<file path="src/rtl/crc_check.sv">
// Receive-side CRC checker: divides {payload, received CRC} by a runtime
// polynomial one bit per clock (MSB first) and reports the syndrome and a pass flag.
module crc_check #(
    parameter int DATA_W = 32,
    parameter int CRC_W  = 5
) (
    input  logic              clk,
    input  logic              reset,
    input  logic [DATA_W-1:0] data_in,
    input  logic [CRC_W-1:0]  crc_in,
    input  logic              data_in_valid,
    output logic              data_in_ready,
    input  logic [CRC_W:0]    poly,
    input  logic              poly_in_valid,
    output logic              poly_in_ready,
    output logic [CRC_W-1:0]  out,
    output logic              crc_ok,
    output logic              poly_err,
    output logic              outvalid,
    input  logic              outready
);

    localparam int CW_W  = DATA_W + CRC_W;
    localparam int CNT_W = $clog2(CW_W + 1);

    localparam logic [1:0] IDLE  = 2'd0;
    localparam logic [1:0] SHIFT = 2'd1;
    localparam logic [1:0] DONE  = 2'd2;

    logic [1:0]       state_q, state_d;
    logic             data_cap_q, data_cap_d;
    logic             poly_cap_q, poly_cap_d;
    logic             data_rdy_q, data_rdy_d;
    logic             poly_rdy_q, poly_rdy_d;
    logic [CW_W-1:0]  cw_q, cw_d;
    logic [CRC_W:0]   poly_q, poly_d;
    logic [CRC_W-1:0] rem_q, rem_d;
    logic [CNT_W-1:0] cnt_q, cnt_d;
    logic [CRC_W-1:0] out_q, out_d;
    logic             crc_ok_q, crc_ok_d;
    logic             poly_err_q, poly_err_d;
    logic             outvalid_q, outvalid_d;

    logic             data_fire;
    logic             poly_fire;
    logic             fb;
    logic [CRC_W-1:0] rem_next;

    // Readies are registered, so a fire can only happen while IDLE and uncaptured.
    assign data_fire = data_in_valid && data_rdy_q;
    assign poly_fire = poly_in_valid && poly_rdy_q;

    // One step of GF(2) long division: shift in the next codeword bit and
    // subtract the polynomial whenever the x^CRC_W term falls out.
    assign fb       = rem_q[CRC_W-1];
    assign rem_next = {rem_q[CRC_W-2:0], cw_q[CW_W-1]} ^ (fb ? poly_q[CRC_W-1:0] : '0);

    always_comb begin
        state_d    = state_q;
        data_cap_d = data_cap_q;
        poly_cap_d = poly_cap_q;
        cw_d       = cw_q;
        poly_d     = poly_q;
        rem_d      = rem_q;
        cnt_d      = cnt_q;
        out_d      = out_q;
        crc_ok_d   = crc_ok_q;
        poly_err_d = poly_err_q;
        outvalid_d = outvalid_q;

        case (state_q)
            IDLE: begin
                if (data_fire) begin
                    data_cap_d = 1'b1;
                    cw_d       = {data_in, crc_in};
                end
                if (poly_fire) begin
                    poly_cap_d = 1'b1;
                    poly_d     = poly;
                end
                if (data_cap_d && poly_cap_d) begin
                    rem_d = '0;
                    cnt_d = '0;
                    if (poly_d[CRC_W]) begin
                        state_d = SHIFT;
                    end else begin
                        // Without the x^CRC_W term there is no valid divisor.
                        state_d    = DONE;
                        out_d      = '0;
                        crc_ok_d   = 1'b0;
                        poly_err_d = 1'b1;
                        outvalid_d = 1'b1;
                    end
                end
            end
            SHIFT: begin
                rem_d = rem_next;
                cw_d  = cw_q << 1;
                cnt_d = cnt_q + CNT_W'(1);
                if (cnt_q == CNT_W'(CW_W - 1)) begin
                    state_d    = DONE;
                    out_d      = rem_next;
                    crc_ok_d   = (rem_next == '0);
                    poly_err_d = 1'b0;
                    outvalid_d = 1'b1;
                end
            end
            DONE: begin
                if (outready) begin
                    outvalid_d = 1'b0;
                    data_cap_d = 1'b0;
                    poly_cap_d = 1'b0;
                    state_d    = IDLE;
                end
            end
            default: begin
                state_d = IDLE;
            end
        endcase

        data_rdy_d = (state_d == IDLE) && !data_cap_d;
        poly_rdy_d = (state_d == IDLE) && !poly_cap_d;
    end

    always_ff @(posedge clk or negedge reset) begin
        if (!reset) begin
            state_q    <= IDLE;
            data_cap_q <= 1'b0;
            poly_cap_q <= 1'b0;
            data_rdy_q <= 1'b0;
            poly_rdy_q <= 1'b0;
            cw_q       <= '0;
            poly_q     <= '0;
            rem_q      <= '0;
            cnt_q      <= '0;
            out_q      <= '0;
            crc_ok_q   <= 1'b0;
            poly_err_q <= 1'b0;
            outvalid_q <= 1'b0;
        end else begin
            state_q    <= state_d;
            data_cap_q <= data_cap_d;
            poly_cap_q <= poly_cap_d;
            data_rdy_q <= data_rdy_d;
            poly_rdy_q <= poly_rdy_d;
            cw_q       <= cw_d;
            poly_q     <= poly_d;
            rem_q      <= rem_d;
            cnt_q      <= cnt_d;
            out_q      <= out_d;
            crc_ok_q   <= crc_ok_d;
            poly_err_q <= poly_err_d;
            outvalid_q <= outvalid_d;
        end
    end

    assign data_in_ready = data_rdy_q;
    assign poly_in_ready = poly_rdy_q;
    assign out           = out_q;
    assign crc_ok        = crc_ok_q;
    assign poly_err      = poly_err_q;
    assign outvalid      = outvalid_q;

endmodule

</file>
<file path="config.mk">
export PLATFORM = sky130hd
export DESIGN_NAME = crc_check
export DESIGN_NICKNAME = d
export VERILOG_FILES = /design/src/rtl/crc_check.sv
export SDC_FILE = /design/constraint.sdc
export NUM_CORES = 1
export LEC_CHECK = 0
export ABC_AREA = 0
export BUFFER_PORTS_ARGS = -buffer_cell sky130_fd_sc_hd__buf_2
export CELL_PAD_IN_SITES_DETAIL_PLACEMENT = 0
export CELL_PAD_IN_SITES_GLOBAL_PLACEMENT = 1
export CORE_UTILIZATION = 30
export CTS_CLUSTER_DIAMETER = 60
export CTS_CLUSTER_SIZE = 40
export DETAILED_ROUTE_END_ITERATION = 6
export PLACE_DENSITY = 0.58
export SLEW_MARGIN = 10
export SYNTH_ARGS = -nofsm -noshare
export SYNTH_HDL_FRONTEND = slang
export SYNTH_SLANG_ARGS = --single-unit
</file>
<file path="constraint.sdc">
create_clock -name clk -period 1.6 [get_ports clk]
set_input_delay 0.16 -clock clk [delete_from_list [all_inputs] [get_ports clk]]
set_output_delay 0.16 -clock clk [all_outputs]
set_load 0.01 [all_outputs]
</file>
==> results of run 1 <==
## state kept, by name (all words and copies together), names as in the netlist
name / flops
state_q: 2
crc_ok: 1
poly_q: 6
data_cap_q: 1
poly_err: 1
poly_cap_q: 1
rem_q: 5
out: 5
data_in_ready: 1
cw_q: 37
outvalid: 1
poly_in_ready: 1
cnt_q: 6
## layout make-up
cell class | instances | area (um^2)
clock buffer | 10 | 138
clock inverter | 6 | 111
fill | 1058 | 6060
inverter | 6 | 26.3
multi-input combinational | 221 | 1480
sequential | 68 | 1700
tap | 136 | 170
timing repair buffer | 93 | 679
## cells in the mapped netlist (all sizes together)
| cell | instances |
|---|---|
| o21ai | 45 |
| o32ai | 2 |
| a41oi | 1 |
| buf | 8 |
| dfrtp | 68 |
| a31oi | 1 |
| and3 | 4 |
| a221oi | 1 |
| nand3 | 3 |
| a21o | 4 |
| nor2b | 1 |
| a211o | 1 |
| xor2 | 11 |
| and2 | 2 |
| nand2 | 55 |
| o2bb2ai | 2 |
| nand4 | 2 |
| mux2i | 36 |
| a22o | 1 |
| nor2 | 17 |
| o2bb2a | 1 |
| a21oi | 7 |
| inv | 6 |
| mux2 | 11 |
| ha | 2 |
| or4 | 1 |
| o22ai | 4 |
| a21boi | 2 |
| clkbuf | 8 |
| or2 | 1 |
| nand4b | 2 |
| a2bb2oi | 1 |
## metal layers
metal,wire (um),vias up,GRT usage,part of all wire
met5,0,-,0,0
li1,-,1263,-,-
met1,3470,1171,0.187,0.47
met4,59,0,0.0387,0.0080
met2,3390,56,0.217,0.46
met3,418,4,0.0544,0.057
## stage by stage
stage               total power, mW  worst slack (ps)
floorplan                      4.82              -115
global placement               5.87             -82.6
detailed placement             5.94              -136
CTS                            7.82              -121
global route                   8.60              -201
finish                         7.96              -118
## power groups by stage
stage / Clock, mW / Combinational (mW) / Sequential (mW)
floorplan: 0 / 2.02 / 2.81
global placement: 0 / 2.98 / 2.90
detailed placement: 0 / 3.03 / 2.91
CTS: 1.82 / 3.11 / 2.89
global route: 1.88 / 3.73 / 2.99
finish: 1.76 / 3.32 / 2.88
## kinds of logic after synthesis
family	synth area share
AND/OR/NAND/NOR	0.116
AO/OA/AOI/OAI	0.137
flip-flops	0.528
multiplexers	0.150
buffers and inverters	0.0318
XOR/XNOR	0.0299
adder cells (fa/ha/maj)	0.00776
## repair_timing
action | CTS | global route
cloned | 0 | 2
hold buffers | 1 | 0
endpoints found under the hold margin | 15 | 0
pin swaps | 0 | 0
resized for setup | 5 | 5
setup buffers | 1 | 5
endpoints found under the setup margin | 5 | 50
## final timing paths
kind,startpoint,to,slack [ps],depth (start not counted)
max,poly_in_ready$_DFF_PN0_,out[0]$_DFFE_PN0P_,-120,5
min,poly[4],poly_q[4]$_DFFE_PN0P_,50,2
max reg2reg,poly_in_ready$_DFF_PN0_,out[0]$_DFFE_PN0P_,-120,5
min reg2reg,cw_q[16]$_DFFE_PN0P_,cw_q[16]$_DFFE_PN0P_,480,2
max in group asynchronous,reset,data_cap_q$_DFF_PN0_,770,3
min in group asynchronous,reset,poly_q[4]$_DFFE_PN0P_,310,2
## layout by cell type, fill, tap and decap left out, types with 6 or more instances in the layout
cell	n
dfrtp_1	67
xor2_1	11
nand2_1	55
buf_12	6
nor2_1	17
clkbuf_8	10
o21ai_0	42
mux2_2	7
mux2i_1	36
a21oi_1	7
buf_4	24
buf_2	57
## critical path, cell delays in order, from the launching register on
cell,delay (ps)
dfrtp_1,400
and3_4,160
a211o_1,270
a221oi_4,320
buf_6,160
mux2_4,290
==> metrics.txt, run 1 <==
CP Class=reg2reg; Area Overhead vs Synth=33.6%; IR Drop Worst-Case VDD=670 uV; CP Launch Type=register; Worst-path clk slew=~80 ps; Critical Path AT=around 1900 ps; slew margin rel.=0.668; Initial Util=0.311; drt wl/cell=roughly 14 um; Max-Cap Viols=0; DRC=0; Root Buffer=clkbuf_8; status=finished with violations; Detailed Place HPWL=~5000 um; row cnt=37; clock buffer count from CTS=9; worst setup margin=-118 ps; non-filler instance count after layout=540; Synth warnings=0; GRT Util Overall=0.142; largest net degree at the start of global routing=between 70 and 80; clk_lat worst skew=between 300 and 400 ps; Max Buffers Root-to-Sink=2; peak fanout along the critical path=4; ANT cells=0; Cells after DPL=515; Hold WS=roughly 47 ps; Iter 0 DRT Violations=77; Net count, final=approximately 450; Flop pwr share=0.362; RSZ-0062 raised after global routing=true; #FFs+latches synth=between 60 and 70; CTS Sinks=between 60 and 70; vias per cell=roughly 4.6; Setup Viol. Count Final=5; vias post-DR=approximately 2,500; initial antenna violation count=0; vias in the first global route=between 2,000 and 3,000; failing checks=setup timing; Internal=~5.2 mW; min Tclk post-route=between 1500 and 2000 ps; Mapped Nets=around 360; Max Fclk=between 0.5 and 0.6 GHz; Avg Cell Area, Syn=10.4 um^2; top cells by area, synth=dfrtp_1 (53%), mux2i_1 (11%), o21ai_0 (6.7%), nand2_1 (6.4%), mux2_2 (3.5%); worst min-delay path category=in2reg; Worst setup EP type=register; antenna viol nets, final=0; first-pass GRT wire length=12,500 um; ratio of final minimum period to clock period=1.07; core area=between 10,000 and 15,000 um^2; Synth area leader=dfrtp_1; top cell type's share of synthesized area=0.528; IO Pins=58; CTS tree=yes; H-tree levels=3; Fin. Hold Viols=0; pwr/cell area=about 1800 nW/um^2; Crit path required time=~1800 ps; fin util=0.416; setup TNS=-564 ps; Comb power frac=0.417; detailed-route wire length=about 7300 um; gpl congestion=a little under 0.7; Congestion Overflow GR=0; clock skew=around 8 ps; Buffers on Ports=57; post-synth cell types=35; DIE AREA=11,200 um^2; NetSw=between 2 and 3 mW; design area=~4300 um^2; Post-DP Area=a little under 4000 um^2; share of cells above drive strength 1=0.317; Slew Limit Fails=0; Die Span X=106 um; Worst Tran Pin Value=497 ps; first drt pass iteration count=4; Switching Fraction=0.348; post-synth design cell area=~3200 um^2; clock power share=0.221; die height=about 110 um; sequential-to-total area share from yosys stat=0.528; static leakage=2.03 nW; post-synthesis cell count=~310
Note: power is estimated with default switching activity, not from simulation.
==> run 2: changes to the inputs <==
TNS_END_PERCENT = 1   (was unset)
==> run 2 against run 1 <==
  * Worst setup slack worse by 2.1 ps
  * Critical endpoint is now out[1]$_DFFE_PN0P_
  * Clock-buffer cell count unchanged
  * Largest power group unchanged
  * The flow still finishes with violations (setup timing)
  * Die area unchanged
  * Sequential share of layout area up 1.1 points
==> metrics.txt, run 2 (synthesis results as in run 1) <==
status=finished with violations; failing checks=setup timing; vias post-DR=2,464 (-1.2%); Post-DP Area=3910 um^2 (unchanged); NetSw=2.69 mW (-2.8%); Buffers on Ports=57 (unchanged); Worst-path clk slew=80 ps (about the same); CP Class=reg2reg; Congestion Overflow GR=0 (unchanged); Hold Crit Start=poly[4]; CTS tree=yes; worst min-delay path category=in2reg; Max Buffers Root-to-Sink=2 (unchanged); Critical Path AT=1940 ps (about the same); Setup Viol. Count Final=4 (-1); first-pass GRT wire length=12,500 um (about the same); largest net degree at the start of global routing=73 (unchanged); Post-CTS Setup Bufs=0 (-1); Switching Fraction=0.352 (+0.00389); DRC=0 (unchanged); Internal=4.96 mW (-4.5%); largest registers=cw_q x37, cnt_q x6, poly_q x6; ratio of final minimum period to clock period=1.08 (+0.00128); non-filler instance count after layout=532 (-1.5%); Detailed Place HPWL=5030 um (unchanged); Cells after DPL=515 (unchanged); antenna viol nets, final=0 (unchanged); Hold WS=46.5 ps (-0.897 ps); GRT Util Overall=0.142 (unchanged); clk_lat worst skew=340 ps (about the same); static leakage=1.97 nW (-2.8%); Crit path required time=1820 ps (about the same); Hold Crit Depth=2 (unchanged); reg2reg path depth=5 (unchanged); clock skew=8.36 ps (+0.131 ps); pwr/cell area=1820 nW/um^2 (-1.2%); Root Buffer=clkbuf_8; Flop pwr share=0.376 (+0.014); Initial Util=0.311 (unchanged); most frequent cells in the layout=dfrtp_1 (67), buf_2 (57), nand2_1 (55); commonest non-fill, non-tap cell in the layout=dfrtp_1; row cnt=37 (unchanged); Die Span X=106 um (unchanged); IO Pins=58 (unchanged); gpl congestion=0.696 (unchanged); Worst Tran Pin Value=501 ps (+3.78 ps); vias per cell=4.63 (+0.28%); Iter 0 DRT Violations=99 (+29%); Max Fclk=0.581 GHz (-0.12%); Worst Setup SP=poly_in_ready$_DFF_PN0_; Area Overhead vs Synth=29.9%; slew margin rel.=0.666 (-0.00252); share of cells above drive strength 1=0.303 (-0.0138); dpl ws=-136 ps (unchanged); initial antenna violation count=0 (unchanged); Worst setup EP type=register; first drt pass iteration count=4 (unchanged); clock power share=0.230 (+0.009); clock buffer count from CTS=9 (unchanged); drt wl/cell=13.4 um (-1.8%); detailed-route wire length=7110 um (-3.3%); CP Launch Type=register; peak fanout along the critical path=4 (unchanged); CTS Sinks=68 (unchanged); Max-Cap Viols=0 (unchanged); Comb power frac=0.394 (-0.023); design area=4190 um^2 (-2.8%); Fin. Hold Viols=0 (unchanged); min Tclk post-route=1720 ps (+2.05 ps); R2R Path Start=poly_in_ready$_DFF_PN0_; vias in the first global route=2,564 (+0.039%); die height=106 um (unchanged); DIE AREA=11,200 um^2 (unchanged); Layout fillers=1,064 (+0.57%); worst setup margin=-120 ps (-2.05 ps); Slew Limit Fails=0 (unchanged); max FFs per register=37 (unchanged); IR Drop Worst-Case VDD=647 uV (-3.4%); core area=10,400 um^2 (unchanged); largest reg by FF count=cw_q; ANT cells=0 (unchanged); H-tree levels=3 (unchanged); RSZ-0062 raised after global routing=true; Net count, final=441 (-1.8%)
==> run 2: cell count changes in the layout (fill, tap and decap cells not counted), sizes merged <==
cell / previous run / this run
buf: 90 / 84
clkbuf: 12 / 10
==> run 2: layout make-up <==
type                       count  area (um^2)  area share
multi-input combinational    221         1480       0.353
clock inverter                 6          111      0.0266
tap                          136          170      0.0406
timing repair buffer          85          564       0.135
inverter                       6         26.3     0.00627
clock buffer                  10          138      0.0328
sequential                    68         1700       0.406
==> run 2: stage by stage <==
| step | setup TNS, ps | util | total power, mW |
|---|---|---|---|
| 3_5_place_dp | -578 | 0.377 | 5.94 |
| 5_1_grt | -949 | 0.404 | 8.29 |
| 2_1_floorplan | -459 | - | 4.82 |
| 4_1_cts | -493 | 0.403 | 7.77 |
| 6_report | -457 | 0.404 | 7.65 |
| 3_3_place_gp | -334 | 0.377 | 5.87 |
==> run 2: power by group through the flow <==
stage	clock network (mW)	registers [mW]	logic, mW
global placement	0	2.90	2.98
global route	1.88	2.99	3.42
finish	1.76	2.88	3.01
CTS	1.82	2.89	3.06
detailed placement	0	2.91	3.03
floorplan	0	2.81	2.02
==> run 2: final timing paths <==
path / to / slack [ps]
min in group asynchronous: poly_q[4]$_DFFE_PN0P_ / 310
min: poly_q[4]$_DFFE_PN0P_ / 50
max in group asynchronous: poly_in_ready$_DFF_PN0_ / 770
min reg2reg: cw_q[28]$_DFFE_PN0P_ / 480
max reg2reg: out[1]$_DFFE_PN0P_ / -120
max: out[1]$_DFFE_PN0P_ / -120
==> run 2: per-layer routing <==
layer / share of wire / GRT usage / up-vias
li1: - / - / 1242
met1: 0.48 / 0.187 / 1161
met2: 0.45 / 0.217 / 57
met3: 0.061 / 0.0544 / 4
met4: 0.0083 / 0.0387 / 0
met5: 0 / 0 / -
==> run 2: timing repair <==
action	4_1_cts	5_1_grt
resized for setup	3	4
endpoints found under the hold margin	15	0
endpoints found under the setup margin	5	49
hold buffers	1	0
==> run 2: worst max-delay path: stages (launching register included) <==
cell and delay (ps):
dfrtp_1 400, and3_1 160, a211o_1 280, a221oi_4 290, buf_4 180, mux2_4 290
